<file path="config.mk">
export PLATFORM = sky130hd
export DESIGN_NAME = sipo_deser
export DESIGN_NICKNAME = d
export VERILOG_FILES = /design/src/rtl/sipo_deser.sv
export SDC_FILE = /design/constraint.sdc
export NUM_CORES = 1
export LEC_CHECK = 0
export ABC_CLOCK_PERIOD_IN_PS = 3900
export CORE_UTILIZATION = 45
export DETAILED_ROUTE_END_ITERATION = 10
export GPL_TIMING_DRIVEN = 0
export PLACE_DENSITY = 0.78
export SYNTH_ARGS = -nofsm -noshare
export SYNTH_HDL_FRONTEND = slang
export SYNTH_SLANG_ARGS = --single-unit
</file>
<file path="constraint.sdc">
create_clock -name clk -period 3.9 [get_ports clk]
set_input_delay 0.39 -clock clk [delete_from_list [all_inputs] [get_ports clk]]
set_output_delay 0.39 -clock clk [all_outputs]
set_load 0.005 [all_outputs]
</file>
<file path="src/rtl/sipo_deser.sv">
// Serial-in/parallel-out deserialiser with selectable bit order, frame resync,
// a valid/ready output register and a sticky overflow flag for dropped words.
module sipo_deser #(
    parameter  int WIDTH     = 8,
    parameter  bit MSB_FIRST = 1'b1,
    localparam int CW        = $clog2(WIDTH)
) (
    input  logic             clk,
    input  logic             rst,
    input  logic             bit_in,
    input  logic             bit_valid,
    input  logic             frame_start,
    output logic [WIDTH-1:0] out_data,
    output logic             out_valid,
    input  logic             out_ready,
    output logic             overflow,
    input  logic             overflow_clr,
    output logic [CW-1:0]    bit_count
);

    localparam logic [CW-1:0] LAST_IDX = CW'(WIDTH - 1);

    logic [WIDTH-1:0] shift_q, shift_d;
    logic [CW-1:0]    cnt_q, cnt_d;
    logic [WIDTH-1:0] data_q, data_d;
    logic             valid_q, valid_d;
    logic             ovf_q, ovf_d;

    logic [WIDTH-1:0] shifted;
    logic [WIDTH-1:0] first_word;
    logic             complete;
    logic             transfer;
    logic             ovf_set;

    // Bit order decides which end the shifter enters from.
    generate
        if (MSB_FIRST) begin : g_msb
            assign shifted    = {shift_q[WIDTH-2:0], bit_in};
            assign first_word = {{(WIDTH-1){1'b0}}, bit_in};
        end else begin : g_lsb
            assign shifted    = {bit_in, shift_q[WIDTH-1:1]};
            assign first_word = {bit_in, {(WIDTH-1){1'b0}}};
        end
    endgenerate

    assign complete = bit_valid && !frame_start && (cnt_q == LAST_IDX);
    assign transfer = valid_q && out_ready;

    always_comb begin
        // NOTE: every always_comb output gets a default first so no path infers a latch.
        shift_d = shift_q;
        cnt_d   = cnt_q;
        data_d  = data_q;
        valid_d = valid_q;
        ovf_set = 1'b0;

        if (frame_start) begin
            shift_d = bit_valid ? first_word : '0;
            cnt_d   = bit_valid ? CW'(1) : '0;
        end else if (bit_valid) begin
            shift_d = shifted;
            cnt_d   = complete ? '0 : cnt_q + CW'(1);
        end

        if (complete && (!valid_q || transfer)) begin
            data_d  = shifted;
            valid_d = 1'b1;
        end else if (complete) begin
            ovf_set = 1'b1;
        end else if (transfer) begin
            valid_d = 1'b0;
        end

        // Overflow set beats a coincident clear so no drop goes unreported.
        ovf_d = ovf_set ? 1'b1 : (overflow_clr ? 1'b0 : ovf_q);
    end

    always_ff @(posedge clk) begin
        // NOTE: sequential state uses non-blocking assignments only; reset is synchronous here.
        if (rst) begin
            shift_q <= '0;
            cnt_q   <= '0;
            data_q  <= '0;
            valid_q <= 1'b0;
            ovf_q   <= 1'b0;
        end else begin
            shift_q <= shift_d;
            cnt_q   <= cnt_d;
            data_q  <= data_d;
            valid_q <= valid_d;
            ovf_q   <= ovf_d;
        end
    end

    assign out_data  = data_q;
    assign out_valid = valid_q;
    assign overflow  = ovf_q;
    assign bit_count = cnt_q;

endmodule
</file>
==> run summary, run 1 <==
The kind of cell with the highest combined delay on the critical path is buffers and inverters. The post-route minimum period was 1.61 ns; the number of DRC violations after detailed routing was 0. Once the floorplan was initialized, standard cells occupied 48.7% of the core. Counting flops and latches in the post-synthesis netlist gives 20. The via count of the first global-routing pass is 589, and the CTS buffer count is 3. The H-tree depth reported by CTS came out at 1. Tracing the worst setup path back leads to its startpoint at bit_count[0]. The total stage count of the critical path was 1.

The tools report the leftover overflow at the end of global routing as 0. Worst max-slew margin expressed relative to the limit: 73.6%. The first detailed-routing pass took 4 iterations. The worst register-to-register path begins at bit_count[0].

Of the total power, combinational logic draws 6.4%. The first global-routing pass estimated 2440 um of wire. The power density over the cells is 360 nW/um^2. The start-to-end type of the worst setup path is register to output port.

No sink is reached through more buffers than the 2 on the longest clock path. The run finished with clean final reports. Setup violations remaining at the end of the flow were counted as 0. For the number of failing hold endpoints at the final stage, the log shows 0. In this run switching power makes up 19.8% of total power. The total leakage power was 0.418 nW; the net load switching power was 0.0804 mW. Buffers inserted to repair hold after CTS numbered 0.

For the fraction of power consumed by the clock network, the log shows 42.4%. The actual transition at the worst max-transition pin was 0.396 ns. STA puts the critical path data arrival time at 1.22 ns. The run gives 1750 sq um as the area of the core. In this run the most critical hold path is launched from out_data[5].

Entering global routing, the biggest net connects 13 pins. Worst hold path class: register to register. The congestion estimate from routability-driven global placement came to 0.680.

The tools report the count of final max-slew check failures as 0. In the final routed layout, each cell accounts on average for 12.0 um. The peak fanout along the critical path came out at 4. The period utilization is 41.3%.

The cell area that synthesis handed to floorplanning was 851 sq um. Sequential cells burn 51.2% of the power. Cells fill 64.4% of the core in the end. The logs give 16.9% for the overall global routing resource usage and 15 for the cell row count.

The leading cell type in the layout, fill and taps excluded was dfxtp_1. After detailed routing, the total wire length is 1580 um. The tools report the nature of the critical path endpoint as an output port. The chip width was 45.5 um; the delay of the slowest cell on the worst path was 0.52 ns.

After routing, the total negative slack on setup checks comes to 0 ns. Counting instances, the worst hold path has a depth of 2. The average size of a mapped cell was 10.1 sq um; the number of antenna violations at the first check in global routing was 0. Synthesis produced a netlist with a net count of 93. TritonCTS built the clock tree.

The floorplan step set the die height to 45.5 um. The area growth from synthesis to layout is 32.2%. The tools report the synthesized instance count as 84. The fraction of final layout cells sized beyond drive strength 1 is 7.48%. The critical-path cell with the highest stage delay is clkdlybuf4s50_1. Number of DRC markers after the initial detailed-route iteration: 9.

For this run, the post-layout net count is 117. The number of setup buffers added after CTS is 0. The sum of buffers and inverters on the critical path is 1, and the final antenna diode count is 0. The die covers 2070 sq um.

For the worst-skew pair, the clock arrives at the later sink with an insertion delay of 0.31 ns. Yosys mapped the design onto 19 distinct sky130hd cell types. The post-synthesis sequential area ratio is 47.1%, and the residual antenna-violating net count after detailed routing is 0.

Buffers placed on the I/O ports in this run total 19. The cell depth of the worst flop-to-flop path works out to 6. Summing over every cut layer, the via total after detailed routing is 623. In the layout the commonest cells are dfxtp_1 (20), clkdlybuf4s50_1 (19), nand2b_1 (18), mux2i_1 (15), nor2_1 (10). The tree is rooted in a clkbuf_4. The internal portion of the total power is 0.325 mW. Counting the fill cells in the layout gives 153.

The tools report the type of origin of the critical path as a register. IR analysis of the VDD net gives a maximum drop of 0.000351 V. Summed over all nets, the half-perimeter wirelength after detailed placement is 1120 um. For the post-route clock skew, the log shows 0.00615 ns. Setup repair after global routing left no endpoint under its margin.

The number of instances resized during post-cts repair is 0, and the clock-pin slew of the registers on the worst-case setup and hold paths is 0.12 ns. The tool flagged a number of max-cap violations equal to 0. At the worst endpoint, the required time is 3.51 ns. Timing would allow up to 0.621 GHz.

Dividing the detail-routed via count by the number of cells gives 4.72. Walking the worst path, the cells encountered are clkdlybuf4s50_1. The clock net in this run drives a total of 20 sinks.

Yosys printed 0 warnings. Pin placement for this block handled 20 I/O pins.
==> per-stage QoR <==
| stage | area (sq um) | std cells | power, mW | setup slack (ns) | hold WS, ns |
|---|---|---|---|---|---|
| 6_report | 1120 | 132 | 0.405 | 2.29 | 0.484 |
| 5_1_grt | 1120 | 132 | 0.417 | 2.26 | 0.506 |
| 4_1_cts | 1120 | 132 | 0.409 | 2.29 | 0.487 |
| 3_5_place_dp | 1070 | 128 | 0.238 | 2.23 | 0.462 |
| 3_3_place_gp | 1070 | 128 | 0.237 | 2.26 | 0.459 |
| 2_1_floorplan | 851 | 84 | 0.225 | 2.60 | 0.451 |
==> metal layers <==
| layer | routed length [um] | track usage, % |
|---|---|---|
| met1 | 724 | 19.2 |
| met4 | 24 | 9.09 |
| met5 | 0 | 0 |
| met3 | 59 | 3.57 |
| met2 | 769 | 29.1 |
==> power by group through the flow <==
stage	registers [mW]	logic, mW	clock network, mW
global placement	0.212	0.0256	0
detailed placement	0.212	0.0260	0
finish	0.207	0.0260	0.172
global route	0.208	0.0284	0.181
CTS	0.207	0.0262	0.175
floorplan	0.212	0.0136	0
==> sequential cells by signal, indices dropped and copies added (netlist names) <==
name       count
out_valid      1
bit_count      3
overflow       1
shift_q        7
out_data       8
==> final timing paths <==
check,end,slack (ns)
max,bit_count[0],2.29
min,out_data[5],0.48
max reg2reg,out_data[0],2.41
min reg2reg,out_data[5],0.48
==> cell type report <==
cell class,instances,area (sq um),area share [%]
Multi-Input combinational cell,58,417,37.0
Clock buffer,3,22.5,2.00
Clock inverter,1,30.0,2.67
Inverter,1,3.75,0.334
Buffer,5,30.0,2.67
Sequential cell,20,400,35.6
Tap cell,25,31.3,2.78
Timing Repair Buffer,19,190,16.9
==> Yosys cell counts <==
| cell type | count | area share [%] |
|---|---|---|
| ha_1 | 2 | 2.9 |
| mux2i_1 | 15 | 18 |
| buf_4 | 1 | 0.88 |
| nor2_1 | 10 | 4.4 |
| nor3b_1 | 1 | 0.88 |
| nand2_1 | 1 | 0.44 |
| nand2b_1 | 18 | 13 |
| nor2b_2 | 1 | 1.0 |
| or2_1 | 1 | 0.74 |
| clkbuf_1 | 3 | 1.3 |
| nand3b_1 | 1 | 0.88 |
| inv_1 | 1 | 0.44 |
| a21oi_1 | 4 | 2.4 |
| dfxtp_1 | 20 | 47 |
| nand3b_4 | 1 | 2.4 |
| o22ai_1 | 1 | 0.74 |
| o21ai_1 | 1 | 0.59 |
| buf_6 | 1 | 1.3 |
| nor2b_1 | 1 | 0.74 |
==> cells by family after synthesis <==
family | count (synthesis) | synth area share [%]
fa+ha+maj | 2 | 2.94
simple gates | 35 | 24.7
compound gates | 6 | 3.68
buf+inv | 6 | 3.97
mux | 15 | 17.6
flops | 20 | 47.1
(Power assumes the default switching activity.)
==> inputs of run 2 (changes only) <==
Settings changed: ABC_CLOCK_PERIOD_IN_PS 3900 to 1600.
Clock period 3.9 ns to 1.6 ns, I/O delays scaled along.
==> results of run 2 <==
Same layout as run 1 (identical final DEF). Status: finished clean.
Among the figures that moved: setup slack after placement 2.23 ns -> 0.134 ns; setup slack after layout 2.29 ns -> 0.110 ns; hold slack 0.484 ns -> 0.483 ns; end point of the critical path bit_count[0] -> out_data[0]; register-to-register setup slack 2.41 ns -> 0.11 ns; end point of the worst hold path out_data[5] -> out_data[0]; total power 0.405 mW -> 0.987 mW; worst IR drop on VDD 0.000351 V -> 0.000855 V
==> inputs of run 3 (changes only) <==
Settings changed: CTS_CLUSTER_SIZE set to 24, DONT_BUFFER_PORTS set to 1, PLACE_DENSITY 0.78 to 0.65.
==> run 3 against run 2 <==
Clock skew rose by 0.0037 ns; sequential power is essentially flat; hold slack got worse by 0.47 ns.
==> run summary, run 3 (same netlist as run 1, synthesis figures left out) <==
The flow ran to the end, and the final reports show no timing, DRC or antenna violations. The number of sinks handled by clock tree synthesis is 20 (unchanged). Leading cell type in the layout, fill and taps excluded: dfxtp_1 (unchanged).

Peak fanout along the critical path: 8 (unchanged). The run gives 42.9% (was 42.4%) as the fraction of power consumed by the clock network. The run gives 2070 sq um (unchanged) as the die area. The average vias per placed instance was 4.83 (was 4.72). Power density over the cells: 1010 nW/um^2 (was 878 nW/um^2). The start-to-end type of the worst setup path was register to register (unchanged). The tools report the type of origin of the critical path as a register (unchanged). Final net count: 100 (was 117). The worst hold margin is 0.0153 ns (was 0.483 ns). Setup repair after global routing left no endpoint under its margin. The run gives 0 (unchanged) as the final antenna diode count. The flip-flop count of the largest register, all copies and words added is 8 (unchanged). The logs give 15.5% (was 16.9%) for the overall global routing resource usage and 0 (unchanged) for the number of endpoints failing setup at the final stage.

The logs give 0.000620 V (was 0.000855 V) for the peak ir drop on the vdd network and 4.5% (was 6.4%) for the proportion of power drawn by combinational gates. The actual transition at the worst max-transition pin was 0.370 ns (was 0.396 ns). The CTS buffer count is 3 (unchanged). The run gives 0.962 mW (was 0.987 mW) as the total design power.

The wire length on met3 was 42 um (was 59 um). The chip width was 45.5 um (unchanged). The final setup slack of the worst path came out at 0.160 ns (was 0.110 ns). The detailed-router iteration count before antenna repair is 3 (was 4), and the clock-pin slew of the registers on the worst-case setup and hold paths is 0.11 ns (was 0.12 ns). The post-route minimum period came out at 1.44 ns (was 1.49 ns). The count of port buffers added during placement was 0 (was 19). The switching part of the total works out to 19.0% (was 19.8%). The number of filler cells placed in the layout is 177 (was 153).

The area overhead of the layout relative to synthesis is 12.4% (was 32.2%). The leftover overflow at the end of global routing is 0 (unchanged), and the total negative setup slack is 0 ns (unchanged). The detailed-routing wirelength on met1 came out at 671 um (was 724 um).

Final core utilization: 54.8% (was 64.4%). The tools report the cell chosen for the clock root as clkbuf_4 (unchanged). The vertical die dimension is 45.5 um (unchanged). The nature of the critical path endpoint is a register (unchanged). The tools report the total leakage power as 0.359 nW (was 0.418 nW). The maximum achievable frequency is 0.694 GHz (was 0.671 GHz). The total number of vias is 556 (was 623). The detailed-route wire length was 1360 um (was 1580 um).

Average wire per standard cell: 11.8 um (was 12.0 um). The initial standard-cell utilization of the core is 48.7% (unchanged). The register cell area after layout was 402 sq um (was 400 sq um); the fraction of final layout cells sized beyond drive strength 1 was 10.0% (was 7.48%). The worst hold path class was input pin to register (unchanged). The number of DRC violations after detailed routing is 0 (unchanged). Number of max-cap violations: 0 (unchanged). The period utilization is 90.0% (was 93.1%). The via count of the first global-routing pass is 460 (was 589), and the detailed-routed wire length on met2 is 628 um (was 769 um). Residual antenna-violating net count after detailed routing: 0 (unchanged). The highest metal layer with signal wires is met4 (unchanged). The arrival time at the worst endpoint was 1.67 ns (was 1.73 ns); the clock latency reported for the late side of the worst-skew pair was 0.31 ns (about the same).

The cell row count was 15 (unchanged). The worst max-slew margin expressed relative to the limit is 75.3% (was 73.6%), and the detailed placer's ending HPWL is 962 um (was 1120 um). Most used cells in the layout excluding fill and tap cells: dfxtp_1 (19), nand2b_1 (18), mux2i_1 (15), nor2_1 (10), a21oi_1 (4) (was dfxtp_1 (20), clkdlybuf4s50_1 (19), nand2b_1 (18), mux2i_1 (15), nor2_1 (10)). The sequential share of power is 52.6% (was 51.2%), and the pin count of the biggest net entering global routing is 13 (unchanged). For the count of final max-slew check failures, the log shows 0 (unchanged). The setup slack at placement is 0.144 ns (was 0.134 ns).

The tools report the H-tree depth reported by CTS as 1 (unchanged). For the area of the core, the log shows 1750 sq um (unchanged). The tools report the global-route wire length before repair as 2150 um (was 2440 um). Required time of the critical path: 1.83 ns (was 1.84 ns).

The top-level I/O count was 20 (unchanged). The area occupied by multi-input gates was 417 sq um (unchanged); the buffer levels on the longest clock path was 2 (unchanged). The routability congestion estimate from global placement is 0.647 (was 0.680), and the net load switching power is 0.183 mW (was 0.196 mW). The run gives 0 (unchanged) as the number of antenna violations at the first check in global routing. The number of DRC markers after the initial detailed-route iteration is 4 (was 9), and the internal portion of total power is 0.779 mW (was 0.792 mW). TritonCTS built the clock tree. The post-route clock skew was 0.00982 ns (was 0.00615 ns); the number of failing hold endpoints at the final stage was 0 (unchanged).
-- run 3: changes by cell type in the layout (fill, tap and decap cells not counted) --
cell,previous run,this run
dfxtp_2,0,1
dfxtp_1,20,19
clkdlybuf4s50_1,19,0
dlygate4sd3_1,0,2
-- run 3: power by group through the flow --
stage | registers (mW) | logic (mW) | clock network [mW]
after floorplan | 0.516 | 0.0331 | 0
after global placement | 0.517 | 0.0388 | 0
after detailed placement | 0.517 | 0.0393 | 0
after CTS | 0.506 | 0.0418 | 0.422
after global routing | 0.507 | 0.0471 | 0.448
final | 0.506 | 0.0430 | 0.413
-- run 3: final timing paths --
path | slack (ns) | to | start | cells after the start
min | 0.02 | out_valid | bit_valid | 2
max | 0.16 | out_data[4] | bit_count[1] | 6
min reg2reg | 0.49 | out_data[7] | shift_q[6] | 2
max reg2reg | 0.16 | out_data[4] | bit_count[1] | 6
-- run 3: layout make-up --
class | instances | share of cell area, %
well taps | 25 | 3.27
repair buffers | 2 | 2.09
inverters | 1 | 0.393
clock inverters | 1 | 3.14
plain buffers | 5 | 3.14
flip-flops and latches | 20 | 42.0
multi-input cells | 58 | 43.6
clock buffers | 3 | 2.36
-- run 3: timing repair --
| action | in CTS | in global routing |
|---|---|---|
| endpoints found under the hold margin | 2 | 1 |
| endpoints found under the setup margin | 0 | 1 |
| gates resized for setup | 0 | 1 |
| hold buffers | 1 | 1 |
| buffers inserted | 0 | 0 |
-- run 3: critical path, cell delays in order (launching register included) --
cell	delay, ns
dfxtp_1	0.38
ha_1	0.16
ha_1	0.24
nand3b_4	0.10
nor2b_2	0.13
buf_6	0.16
mux2i_1	0.20
-- run 3: metal layers --
metal | GRT usage [%] | vias up
met5 | 0 | -
li1 | - | 290
met1 | 19.9 | 253
met2 | 21.7 | 11
met4 | 9.09 | 0
met3 | 5.95 | 2
-- run 3: stage by stage --
step | instances | cell area (sq um)
after floorplan | 84 | 851
after CTS | 114 | 945
after detailed placement | 109 | 882
after global routing | 115 | 956
after global placement | 109 | 882
final | 115 | 956
